===== src/rtl/overlay_pkg.sv =====
// Shared types and helpers for the overlay triple-buffer scheduler.
package overlay_pkg;

  typedef logic [1:0] buf_idx_t;

  localparam int unsigned NUM_OVERLAY_BUFFERS = 3;
  localparam logic [31:0] DEFAULT_FRAME_BYTES = 32'h0004_B000;

  // Indices are always distinct members of {0,1,2}, so the remaining one is 3 - a - b.
  function automatic buf_idx_t third(input buf_idx_t a, input buf_idx_t b);
    return buf_idx_t'(2'd3 - a - b);
  endfunction

endpackage


===== src/rtl/overlay_vsync_edge.sv =====
// Two-flop vsync synchronizer, polarity normalisation and one-cycle frame-start detect.
module overlay_vsync_edge #(
  parameter bit VSYNC_ACTIVE_LOW = 1'b1
) (
  input  logic clk,
  input  logic reset,
  input  logic vsync,
  output logic vs_edge
);

  localparam logic IdleLevel = VSYNC_ACTIVE_LOW;

  logic sync1_q, sync2_q, prev_q;
  logic active;

  assign active  = sync2_q ^ VSYNC_ACTIVE_LOW;
  assign vs_edge = active & ~prev_q;

  always_ff @(posedge clk) begin
    if (reset) begin
      sync1_q <= IdleLevel;
      sync2_q <= IdleLevel;
      prev_q  <= 1'b0;
    end else begin
      sync1_q <= vsync;
      sync2_q <= sync1_q;
      prev_q  <= active;
    end
  end

endmodule


===== src/rtl/overlay_buffer_scheduler.sv =====
// Triple-buffer scheduler for the overlay frame store; swaps the display buffer on vsync.
// Optional statistics counters are built when OVERLAY_SCHED_STATS_EN is defined.
module overlay_buffer_scheduler
  import overlay_pkg::*;
#(
  parameter logic [31:0] BASE_ADDR        = 32'h0000_0000,
  parameter logic [31:0] FRAME_BYTES      = DEFAULT_FRAME_BYTES,
  parameter bit          VSYNC_ACTIVE_LOW = 1'b1
) (
  input  logic        clk,
  input  logic        reset,
  input  logic        enable,
  input  logic        vsync,
  input  logic        wr_done,
  output logic [1:0]  wr_buffer,
  output logic [1:0]  rd_buffer,
  output logic [31:0] wr_base,
  output logic [31:0] rd_base,
  output logic        pending,
  output logic        swap,
  output logic [15:0] drop_count,
  output logic [15:0] frame_count
);

  function automatic logic [31:0] base_of(input buf_idx_t idx);
    return BASE_ADDR + 32'(idx) * FRAME_BYTES;
  endfunction

  logic     vs_edge;
  buf_idx_t wr_q, wr_d, rd_q, rd_d;
  logic     pend_q, pend_d, swap_q, swap_d;
  logic [31:0] wr_base_q, rd_base_q;

  overlay_vsync_edge #(
    .VSYNC_ACTIVE_LOW(VSYNC_ACTIVE_LOW)
  ) u_vsync_edge (
    .clk    (clk),
    .reset  (reset),
    .vsync  (vsync),
    .vs_edge(vs_edge)
  );

  always_comb begin
    wr_d   = wr_q;
    rd_d   = rd_q;
    pend_d = pend_q;
    swap_d = 1'b0;
    if (enable) begin
      if (wr_done && vs_edge) begin
        // The frame just finished goes straight to display; any older pending frame is dropped.
        rd_d   = wr_q;
        wr_d   = third(wr_q, rd_q);
        pend_d = 1'b0;
        swap_d = 1'b1;
      end else if (wr_done) begin
        wr_d   = third(wr_q, rd_q);
        pend_d = 1'b1;
      end else if (vs_edge && pend_q) begin
        rd_d   = third(wr_q, rd_q);
        pend_d = 1'b0;
        swap_d = 1'b1;
      end
    end
  end

  always_ff @(posedge clk) begin
    if (reset) begin
      wr_q      <= 2'd1;
      rd_q      <= 2'd0;
      pend_q    <= 1'b0;
      swap_q    <= 1'b0;
      wr_base_q <= BASE_ADDR + FRAME_BYTES;
      rd_base_q <= BASE_ADDR;
    end else begin
      wr_q      <= wr_d;
      rd_q      <= rd_d;
      pend_q    <= pend_d;
      swap_q    <= swap_d;
      wr_base_q <= base_of(wr_d);
      rd_base_q <= base_of(rd_d);
    end
  end

`ifdef OVERLAY_SCHED_STATS_EN
  logic [15:0] drop_q, frame_q;

  always_ff @(posedge clk) begin
    if (reset) begin
      drop_q  <= 16'h0000;
      frame_q <= 16'h0000;
    end else begin
      if (enable && wr_done && pend_q && (drop_q != 16'hFFFF)) begin
        drop_q <= drop_q + 16'd1;
      end
      if (swap_d) begin
        frame_q <= frame_q + 16'd1;
      end
    end
  end

  assign drop_count  = drop_q;
  assign frame_count = frame_q;
`else
  assign drop_count  = 16'h0000;
  assign frame_count = 16'h0000;
`endif

  assign wr_buffer = wr_q;
  assign rd_buffer = rd_q;
  assign wr_base   = wr_base_q;
  assign rd_base   = rd_base_q;
  assign pending   = pend_q;
  assign swap      = swap_q;

endmodule


===== config.mk =====
export PLATFORM = sky130hd
export DESIGN_NAME = overlay_buffer_scheduler
export DESIGN_NICKNAME = d
export VERILOG_FILES = /design/src/rtl/overlay_pkg.sv /design/src/rtl/overlay_vsync_edge.sv /design/src/rtl/overlay_buffer_scheduler.sv
export SDC_FILE = /design/constraint.sdc
export NUM_CORES = 1
export LEC_CHECK = 0
export ABC_AREA = 1
export CORE_MARGIN = 2
export CORE_UTILIZATION = 34
export DETAILED_ROUTE_END_ITERATION = 7
export MAX_ROUTING_LAYER = met4
export PLACE_DENSITY = 0.81
export SETUP_SLACK_MARGIN = 0.3
export SLEW_MARGIN = 40
export SYNTH_ARGS = -nofsm -noshare
export SYNTH_HDL_FRONTEND = slang
export SYNTH_SLANG_ARGS = --single-unit

===== constraint.sdc =====
create_clock -name clk -period 1.8 [get_ports clk]
set_input_delay 0.36 -clock clk [delete_from_list [all_inputs] [get_ports clk]]
set_output_delay 0.36 -clock clk [all_outputs]
set_load 0.05 [all_outputs]

Yosys cells after proc, flatten, opt, wreduce, memory -nomap -nowiden:

Cells that the tools add are included.

* add/sub/neg operators: 2
* multipliers: 2
* mux-type cells: 13
* bitwise logic cells: 4
* reduce and logical (&&, ||, !) cells: 5

Operators by type and width (count)
* multiplier 2 x 7 -> 9 bit, second input constant: 2
* two-way mux 2 bit: 7
* two-way mux 1 bit: 6
* inverter 1 bit: 3
* nonzero test 3 bit: 1
* logical AND 1 bit: 2
* AND reduction 2 bit: 1
* OR reduction 2 bit: 1
* subtractor 2 bit: 1
* subtractor 2 bit, first input constant: 1
* AND 1 bit: 1

* register bits: 73
* input bits: 5
* output and inout port bits: 102
* word-level logic and storage cells: 37

Logic depth before layout (Yosys ltp):

Gate-level depths: netlist of run 1.

* depth after elaboration: 8
* depth in mapped cells: 12
* mapped depth without buffers: 12

Hierarchy:

From an unflattened synthesis of run 1, not the netlist that was laid out.

* cells, all modules: 176
* area total of the unflattened synthesis: 1348.8 µm²

Modules (own cells, without submodules)
* overlay_buffer_scheduler: instances 1, cells each 166, area an instance 1262.5 µm², sequential area each 280.3 µm²
* overlay_vsync_edge: instances 1, cells each 10, area an instance 86.3 µm², sequential area each 60.1 µm²

Least setup slack after synthesis of run 1:

Ideal clock, no wire load.

* path type: reg-to-reg
* start: register rd_q[0] (netlist: rd_buffer[0])
* end: register wr_base_q[13] (netlist: wr_base[13])
* library setup time: 0.123 ns
* data arrival time: 1.845 ns
* data required time: 1.677 ns
* slack: -0.168 ns
* cell stages (with the launch flop): 9
* path buffers: 0
* period minus slack after synthesis: 1.968 ns
* cell sequence: dfxtp_1 -> ha_1 -> inv_1 -> nand3_2 -> nand2_2 -> a21boi_2 -> inv_1 -> ha_1 -> or2_2

* word-level cells in the longest chain between the ends: 5

RTL lines
* start, declared: RTL line overlay_buffer_scheduler.sv:30 `buf_idx_t wr_q, wr_d, rd_q, rd_d;`
* start signal, assigned: RTL line overlay_buffer_scheduler.sv:76 `rd_q <= rd_d;`
* subtractor 2 bit (*): RTL line overlay_pkg.sv:11 `return buf_idx_t'(2'd3 - a - b);`
* two-way mux 2 bit: RTL line overlay_buffer_scheduler.sv:55 `end else if (wr_done) begin`
* two-way mux 2 bit (*): RTL line overlay_buffer_scheduler.sv:49 `if (wr_done && vs_edge) begin`
* two-way mux 2 bit (*): RTL line overlay_buffer_scheduler.sv:48 `if (enable) begin`
* multiplier 2 x 7 -> 9 bit (*): RTL line overlay_buffer_scheduler.sv:26 `return BASE_ADDR + 32'(idx) * FRAME_BYTES;`
* end signal, assigned: RTL line overlay_buffer_scheduler.sv:72 `wr_base_q <= BASE_ADDR + FRAME_BYTES;`
* end signal, assigned: RTL line overlay_buffer_scheduler.sv:79 `wr_base_q <= base_of(wr_d);`
* end, declared: RTL line overlay_buffer_scheduler.sv:32 `logic [31:0] wr_base_q, rd_base_q;`

Every way passes the cells marked *; elsewhere a longest branch is shown, timed or not.
A chain may end at the register's enable or synchronous reset.

Worst setup path in the final report of run 1:

* start: input port wr_done
* end: register rd_base_q[13] (netlist: rd_base[13])

* word-level cells in the longest chain between the ends: 4
* elaborated cells on any way between the ends: 5
* classes of those cells: 1 x mul; 3 x mux; 1 x reduce/logical

RTL lines
* start, declared: RTL line overlay_buffer_scheduler.sv:14 `input logic wr_done,`
* two-way mux 2 bit / logical AND 1 bit (equally long branches): RTL line overlay_buffer_scheduler.sv:55, overlay_buffer_scheduler.sv:49
* two-way mux 2 bit (*): RTL line overlay_buffer_scheduler.sv:49
* two-way mux 2 bit (*): RTL line overlay_buffer_scheduler.sv:48
* multiplier 2 x 7 -> 9 bit (*): RTL line overlay_buffer_scheduler.sv:26
* end signal, assigned: RTL line overlay_buffer_scheduler.sv:80 `rd_base_q <= base_of(rd_d);`
* end, declared: RTL line overlay_buffer_scheduler.sv:32

Marks and branches as above.

==> run metrics, run 1 <==
status=completed; CP arrival=1.60 ns; routed wl met2=1.20 mm; RSZ-0062 raised after global routing=true; HP Class=flop to flop; Nets=223; mapped cell area=1400 um^2; Final Hold Fails=0; Post-Synth Adder-Cell Area=3.57%; Pleak=0.885 nW; largest family of logic cells by synthesized area=buffers and inverters; worst endpoint required time=1.95 ns; Die H=68.2 um; Post-synth ARST share=0%; Die Width=68.2 um; final setup vio count=0; crit share post-route=80.2%; Mapped Cells=177; Avg Cell Area, Syn=7.92 um^2; mux share of post-synthesis cell area=0%; initial DRC count=26; area leader, netlist=buf_4; first-pass GRT wire length=2.91 mm; ys flop type=dfxtp_1; most instantiated cells after synthesis=buf_4 (88), dfxtp_1 (17), nand2_1 (14), inv_1 (11), nor2_1 (10); IO Port Bufs=26; vias in the first global route=709; vias=876; IO Count=107; Post-Synth XOR/XNOR Area=0%; # hold bufs at CTS=0; antenna cell count=0; sequential share of the synthesized area=24.3%; # rows=23; reg2reg setup slack=0.37 ns; DPL Wire Length=1.65 mm; Yosys reg bits=17; CTS Sinks=17; Clock Root Buffer=clkbuf_8; Core ar.=3970 um^2; clk buf depth=2; CTS tree=done; routed wl met3=208 um; Max Cap Violations=0; Worst Setup End Kind=flop; DR DRC count=0; wire per inst=8.20 um; Crit Path Class=input pin to flop; Post-Layout Cell Count=263; Final Max Slew Viols=0; Power Density=846 nW/um^2; Max Clk Rate=693 MHz; initial core utilization=35.3%; drt first pass iters=4; layout cells sized above 1=37.1%; via/cell ratio=3.33; Peak supply drop=0.247 mV; ranking of synthesized cells by area=buf_4 (47%), dfxtp_1 (24%), nand2_1 (3.8%); Routed WL=2.16 mm; clk slew on worst S/H paths=0.07 ns; Top Layer Used=met4; clk_lat worst skew=0.25 ns; final hold slack=0.416 ns; ANT nets after route=0; Cells after DPL=253; Clock Skews=0.00326 ns; M1 WL=725 um; initial antenna violation count=0; CP startpoint kind=input pin; Compound-Gate Fraction of Synth Area=3.48%; # H-tree levels=1; DP Area=1410 um^2; synth warn=0; crit-path max FO=3; most frequent cell after synthesis=buf_4; total gr overflow=0; fin area=1540 um^2; Netlist cell types=20; Overall Global Routing Usage=8.65%; simple-gate area share of the yosys netlist=16.1%; share of the synthesized area in the top cell type=47.1%; Die ar.=4650 um^2; min cycle time layout=1.44 ns; EDFF count, synth=0; GP Congestion=0.740; TritonCTS Buffers=3; Synth-to-Final Area Change=10.0%; largest net degree at the start of global routing=11
[logic make-up (layout without fill, tap and decap cells)]
| logic type | Yosys count | in the layout |
|---|---|---|
| buffers and inverters | 107 | 64 |
| AND/OR/NAND/NOR | 43 | 43 |
| flip-flops | 17 | 17 |
| AO/OA/AOI/OAI | 5 | 5 |
| adder cells (fa/ha/maj) | 4 | 4 |
| other | 1 | 80 |
[metal layers]
layer  track usage, %  up-vias
met2             16.1       54
li1                 -      431
met3            0.987        4
met1             8.81      387
met5                -        -
met4             4.50        0
[what timing repair did]
action	in CTS	in global routing
cloned	0	0
endpoints found under the hold margin	0	0
setup endpoints to repair	5	3
pin swaps	4	2
buffers inserted	5	1
resized for setup	6	6
[area by class of cell]
class	instances	area [um^2]
clock inverters	1	5.00
inverters	18	70.1
well taps	50	62.6
repair buffers	42	324
fillers	432	2430
clock buffers	3	41.3
flip-flops and latches	17	357
multi-input cells	132	682
[critical path: stages]
cell and delay [ns]:
dlygate4sd2_1 0.25, buf_4 0.14, inv_2 0.06, nand2_1 0.05, nor2_1 0.11, nand3_2 0.09, nand2_2 0.08, nand2_4 0.06
nand2_4 0.06, inv_2 0.03, ha_1 0.26, nor2_1 0.04
[cell usage in the layout, fill, tap and decap left out, types with 3 or more instances in the layout]
cell           count
conb_1            80
buf_4             37
nand2_1           14
dfxtp_1           12
nor2_1            10
inv_1              9
inv_2              8
nand2_2            5
nand2_4            4
dfxtp_4            4
nor2_2             3
clkbuf_8           3
dlygate4sd2_1      3
[stage by stage]
| step | util, % | setup WS [ns] | TNS [ns] | total power [mW] |
|---|---|---|---|---|
| after floorplan | - | 0.190 | 0 | 1.07 |
| after global routing | 38.8 | 0.290 | 0 | 1.36 |
| after detailed placement | 35.4 | -0.164 | -0.390 | 1.00 |
| final | 38.8 | 0.356 | 0 | 1.30 |
| after global placement | 35.4 | -0.146 | -0.259 | 1.00 |
| after CTS | 37.9 | 0.322 | 0 | 1.30 |
[where the power goes]
group          switching, mW  internal [mW]
sequential            0.0139          0.393
clock                  0.127          0.154
combinational          0.522         0.0948
total                  0.663          0.641
[final timing paths]
path | end | depth (start not counted) | startpoint
hold reg to reg | u_vsync_edge.sync2_q | 1 | u_vsync_edge.sync1_q
hold / removal | u_vsync_edge.sync2_q | 1 | u_vsync_edge.sync1_q
setup / recovery | rd_base[13] | 12 | wr_done
setup reg to reg | wr_base[13] | 9 | wr_base[19]
(Power assumes the default switching activity.)
==> inputs of run 2 (changes only) <==
Settings changed: CORE_UTILIZATION 34 to 31, PLACE_DENSITY 0.81 to 0.78.
Clock period 1.8 ns to 1.31 ns, I/O delays scaled along.
==> run metrics, run 2 (synthesis gave the netlist of run 1 again) <==
status=finished with violations; failing checks=negative setup slack; Synth-to-Final Area Change=41.5%; # rows=24; final hold slack=0.409 ns; Hold Path Origin=u_vsync_edge.sync1_q; final core occ=45.5%; initial core utilization=32.2%; DPL Wire Length=1.83 mm; commonest non-fill, non-tap cell in the layout=conb_1; crit-path max FO=2; Setup WS post-layout=-0.136 ns; layout cells sized above 1=48.4%; largest net degree at the start of global routing=11; Clock Root Buffer=clkbuf_8; Die Width=71.2 um; # hold bufs at CTS=0; Hold Crit Endpoint=u_vsync_edge.sync2_q; initial antenna violation count=0; final setup vio count=6; Crit Path Class=flop to flop; Fillers=391; ANT nets after route=0; GP Congestion=0.827; CP delay by family, top=adder cells; Routed WL=2.39 mm; antenna cell count=0; Overall Global Routing Usage=8.76%; reg2reg end=wr_base[13]; DR DRC count=0; clk buf depth=2; Core ar.=4350 um^2; Die ar.=5070 um^2; Power Density=983 nW/um^2; wire per inst=8.68 um; IO Count=107; crit share post-route=110%; Worst Reg-to-Reg Cells=6; RSZ-0062 raised after global routing=true; cells along the critical path=ha_4, inv_2, o21ai_4, inv_2, ha_4, or2_4; Final Max Slew Viols=0; # H-tree levels=1; worst endpoint required time=1.46 ns; vias in the first global route=773; CP bufs+invs=2; HP Class=flop to flop; vias=937; reg2reg start=rd_buffer[0]; Max Cap Violations=0; Worst Setup End Kind=flop; via/cell ratio=3.41; clk slew on worst S/H paths=0.06 ns; Max Clk Rate=692 MHz; Power, Total=1.95 mW; Slowest-stage cell, CP=dfxtp_4; CTS Sinks=17; IO Port Bufs=26; Nets=233; first-pass GRT wire length=3.40 mm; Pleak=1.01 nW; CP arrival=1.59 ns; worst hold stages=1; Peak supply drop=0.344 mV; DP Worst Slack=-0.527 ns; reg2reg setup slack=-0.14 ns; total gr overflow=0; Final Hold Fails=0; CP startpoint kind=flop; Die H=71.2 um; Worst path max stage delay=0.36 ns; initial DRC count=31; most frequent cells in the layout=conb_1 (80), buf_12 (22), buf_4 (15); Clock Skews=0.00342 ns; CTS tree=done; clk_lat worst skew=0.25 ns; TritonCTS Buffers=3; drt first pass iters=4; min cycle time layout=1.45 ns
run 2: changes by cell type in the layout (fill, tap and decap cells not counted), sizes merged:
| cell | before | now |
|---|---|---|
| buf | 37 | 48 |
| dlygate4sd2 | 3 | 2 |
run 2: final cells by class:
type	instances	area, um^2	share of cell area [%]
clock inverters	1	5.00	0.252
repair buffers	52	718	36.2
flip-flops and latches	17	374	18.9
clock buffers	3	41.3	2.08
multi-input cells	132	709	35.8
well taps	52	65.1	3.28
inverters	18	70.1	3.53
run 2: worst max-delay path by stage:
stage                      start     endpoint  slack (ns)  depth (start not counted)
floorplan           rd_buffer[0]  wr_base[13]       -0.26                          8
global placement         wr_done  wr_base[13]       -0.49                          7
detailed placement       wr_done  wr_base[13]       -0.53                          7
CTS                 wr_buffer[0]  wr_base[13]       -0.10                          6
global route        rd_buffer[0]  wr_base[13]       -0.18                          6
finish              rd_buffer[0]  wr_base[13]       -0.14                          6
run 2: routing by layer:
| layer | track usage, % | vias up | wire length [um] |
|---|---|---|---|
| met4 | 4.40 | 0 | 55 |
| met2 | 17.3 | 61 | 1340 |
| li1 | - | 454 | - |
| met5 | - | - | 0 |
| met1 | 8.00 | 416 | 755 |
| met3 | 1.27 | 6 | 231 |
run 2: stage by stage:
stage / std cells / instance area [um^2] / TNS (ns)
2_1_floorplan: 256 / 1750 / -0.428
3_3_place_gp: 263 / 1760 / -3.00
3_5_place_dp: 263 / 1760 / -3.29
4_1_cts: 272 / 1930 / -0.253
5_1_grt: 275 / 1980 / -0.936
6_report: 275 / 1980 / -0.612
run 2: power breakdown:
group	total (mW)	internal, mW	switching [mW]
Clock	0.388	0.211	0.177
Combinational	0.996	0.251	0.745
Sequential	0.566	0.538	0.0279
Total	1.95	1.00	0.950
run 2: what timing repair did:
action,4_1_cts,5_1_grt
setup endpoints to repair,36,32
resized for setup,29,8
pin swaps,12,12
setup buffers,5,3
==> inputs of run 3 (changes only) <==
Settings changed: CORE_ASPECT_RATIO from default to 1.2.
==> run metrics, run 3 (synthesis gave the netlist of run 1 again) <==
status=finished with violations; failing checks=negative setup slack; Clock Root Buffer=clkbuf_8; CP arrival=1.59 ns; Peak supply drop=0.406 mV; CP startpoint kind=flop; Slowest-stage cell, CP=dfxtp_4; TNS Setup=-0.318 ns; min cycle time layout=1.44 ns; Clock Skews=0.000834 ns; via/cell ratio=3.34; final core occ=46.2%; Crit Path Class=flop to flop; initial DRC count=21; Die H=77.7 um; initial core utilization=32.6%; most frequent cells in the layout=conb_1 (80), buf_12 (22), buf_4 (15); Fillers=422; fin area=1980 um^2; final hold slack=0.410 ns; total gr overflow=0; Max Cap Violations=0; clk_lat worst skew=0.26 ns; ANT nets after route=0; vias in the first global route=839; first-pass GRT wire length=3.55 mm; Overall Global Routing Usage=9.41%; clk slew on worst S/H paths=0.06 ns; initial antenna violation count=0; Power, Total=1.95 mW; Core ar.=4290 um^2; HP Class=flop to flop; GP Congestion=0.778; Pleak=1.00 nW; final setup vio count=5; Max Clk Rate=695 MHz; Routed WL=2.39 mm; # hold bufs at CTS=0; DP Worst Slack=-0.512 ns; CTS Sinks=17; Die Width=65.4 um; CP bufs+invs=2; crit-path max FO=2; DPL Wire Length=1.96 mm; IO Port Bufs=26; FF/Latch Area=374 um^2; drt first pass iters=4; crit share post-route=110%; largest net degree at the start of global routing=10; commonest non-fill, non-tap cell in the layout=conb_1; Synth-to-Final Area Change=41.6%; # rows=26; layout cells sized above 1=48.2%; Die ar.=5080 um^2; cells along the critical path=ha_4, inv_2, o21ai_4, inv_2, ha_4, or2_4; # H-tree levels=1; worst endpoint required time=1.46 ns; Setup WS post-layout=-0.130 ns; Cells after DPL=269; Nets=232; DR DRC count=0; CTS tree=done; Final Max Slew Viols=0; Worst path max stage delay=0.35 ns; Final Hold Fails=0; Worst Setup End Kind=flop; wire per inst=8.59 um; area occupied by multi-input gates=724 um^2; Power Density=983 nW/um^2; DP Area=1780 um^2; clk buf depth=2; CP delay by family, top=adder cells; IO Count=107; TritonCTS Buffers=3; RSZ-0062 raised after global routing=true; vias=928; Post-Layout Cell Count=278; antenna cell count=0
run 3: cell count changes in the layout (fill, tap and decap cells not counted), sizes merged:
cell	previous run	this run
clkinv	1	0
buf	48	47
clkbuf	3	4
run 3: path summary, 6_finish.rpt:
check	startpoint	end	slack, ns	depth (start not counted)
setup / recovery	wr_buffer[0]	wr_base[13]	-0.13	6
hold reg to reg	u_vsync_edge.sync1_q	u_vsync_edge.sync2_q	0.41	1
hold / removal	u_vsync_edge.sync1_q	u_vsync_edge.sync2_q	0.41	1
setup reg to reg	wr_buffer[0]	wr_base[13]	-0.13	6
run 3: power by group:
part           internal [mW]  switching (mW)  leakage [nW]
combinational          0.245           0.747         0.833
sequential             0.538          0.0277         0.146
clock                  0.216           0.176        0.0228
total                   1.00           0.951          1.00
run 3: timing repair:
| item | CTS | global route |
|---|---|---|
| pin swaps | 12 | 3 |
| resized for setup | 23 | 14 |
| setup buffers | 3 | 2 |
| setup endpoints to repair | 36 | 36 |
run 3: worst reg2reg max path, delay by kind of cell (launching register included):
family                     cells  cell delay, ns
and+or+nand+nor                1            0.21
AOI/OAI and AO/OA              1            0.14
buffers and inverters          2            0.13
DFF                            1            0.35
adders and majority gates      2            0.51
run 3: per-layer routing:
layer	global-route usage, %	part of all wire [%]
met5	-	0
met4	5.63	2.4
met3	1.74	10
met2	18.2	57
met1	8.10	30
run 3: cell type report:
class | instances | share of cell area, %
flip-flops and latches | 17 | 18.9
well taps | 56 | 3.53
inverters | 18 | 3.40
multi-input cells | 132 | 36.5
clock buffers | 4 | 2.27
repair buffers | 51 | 35.4
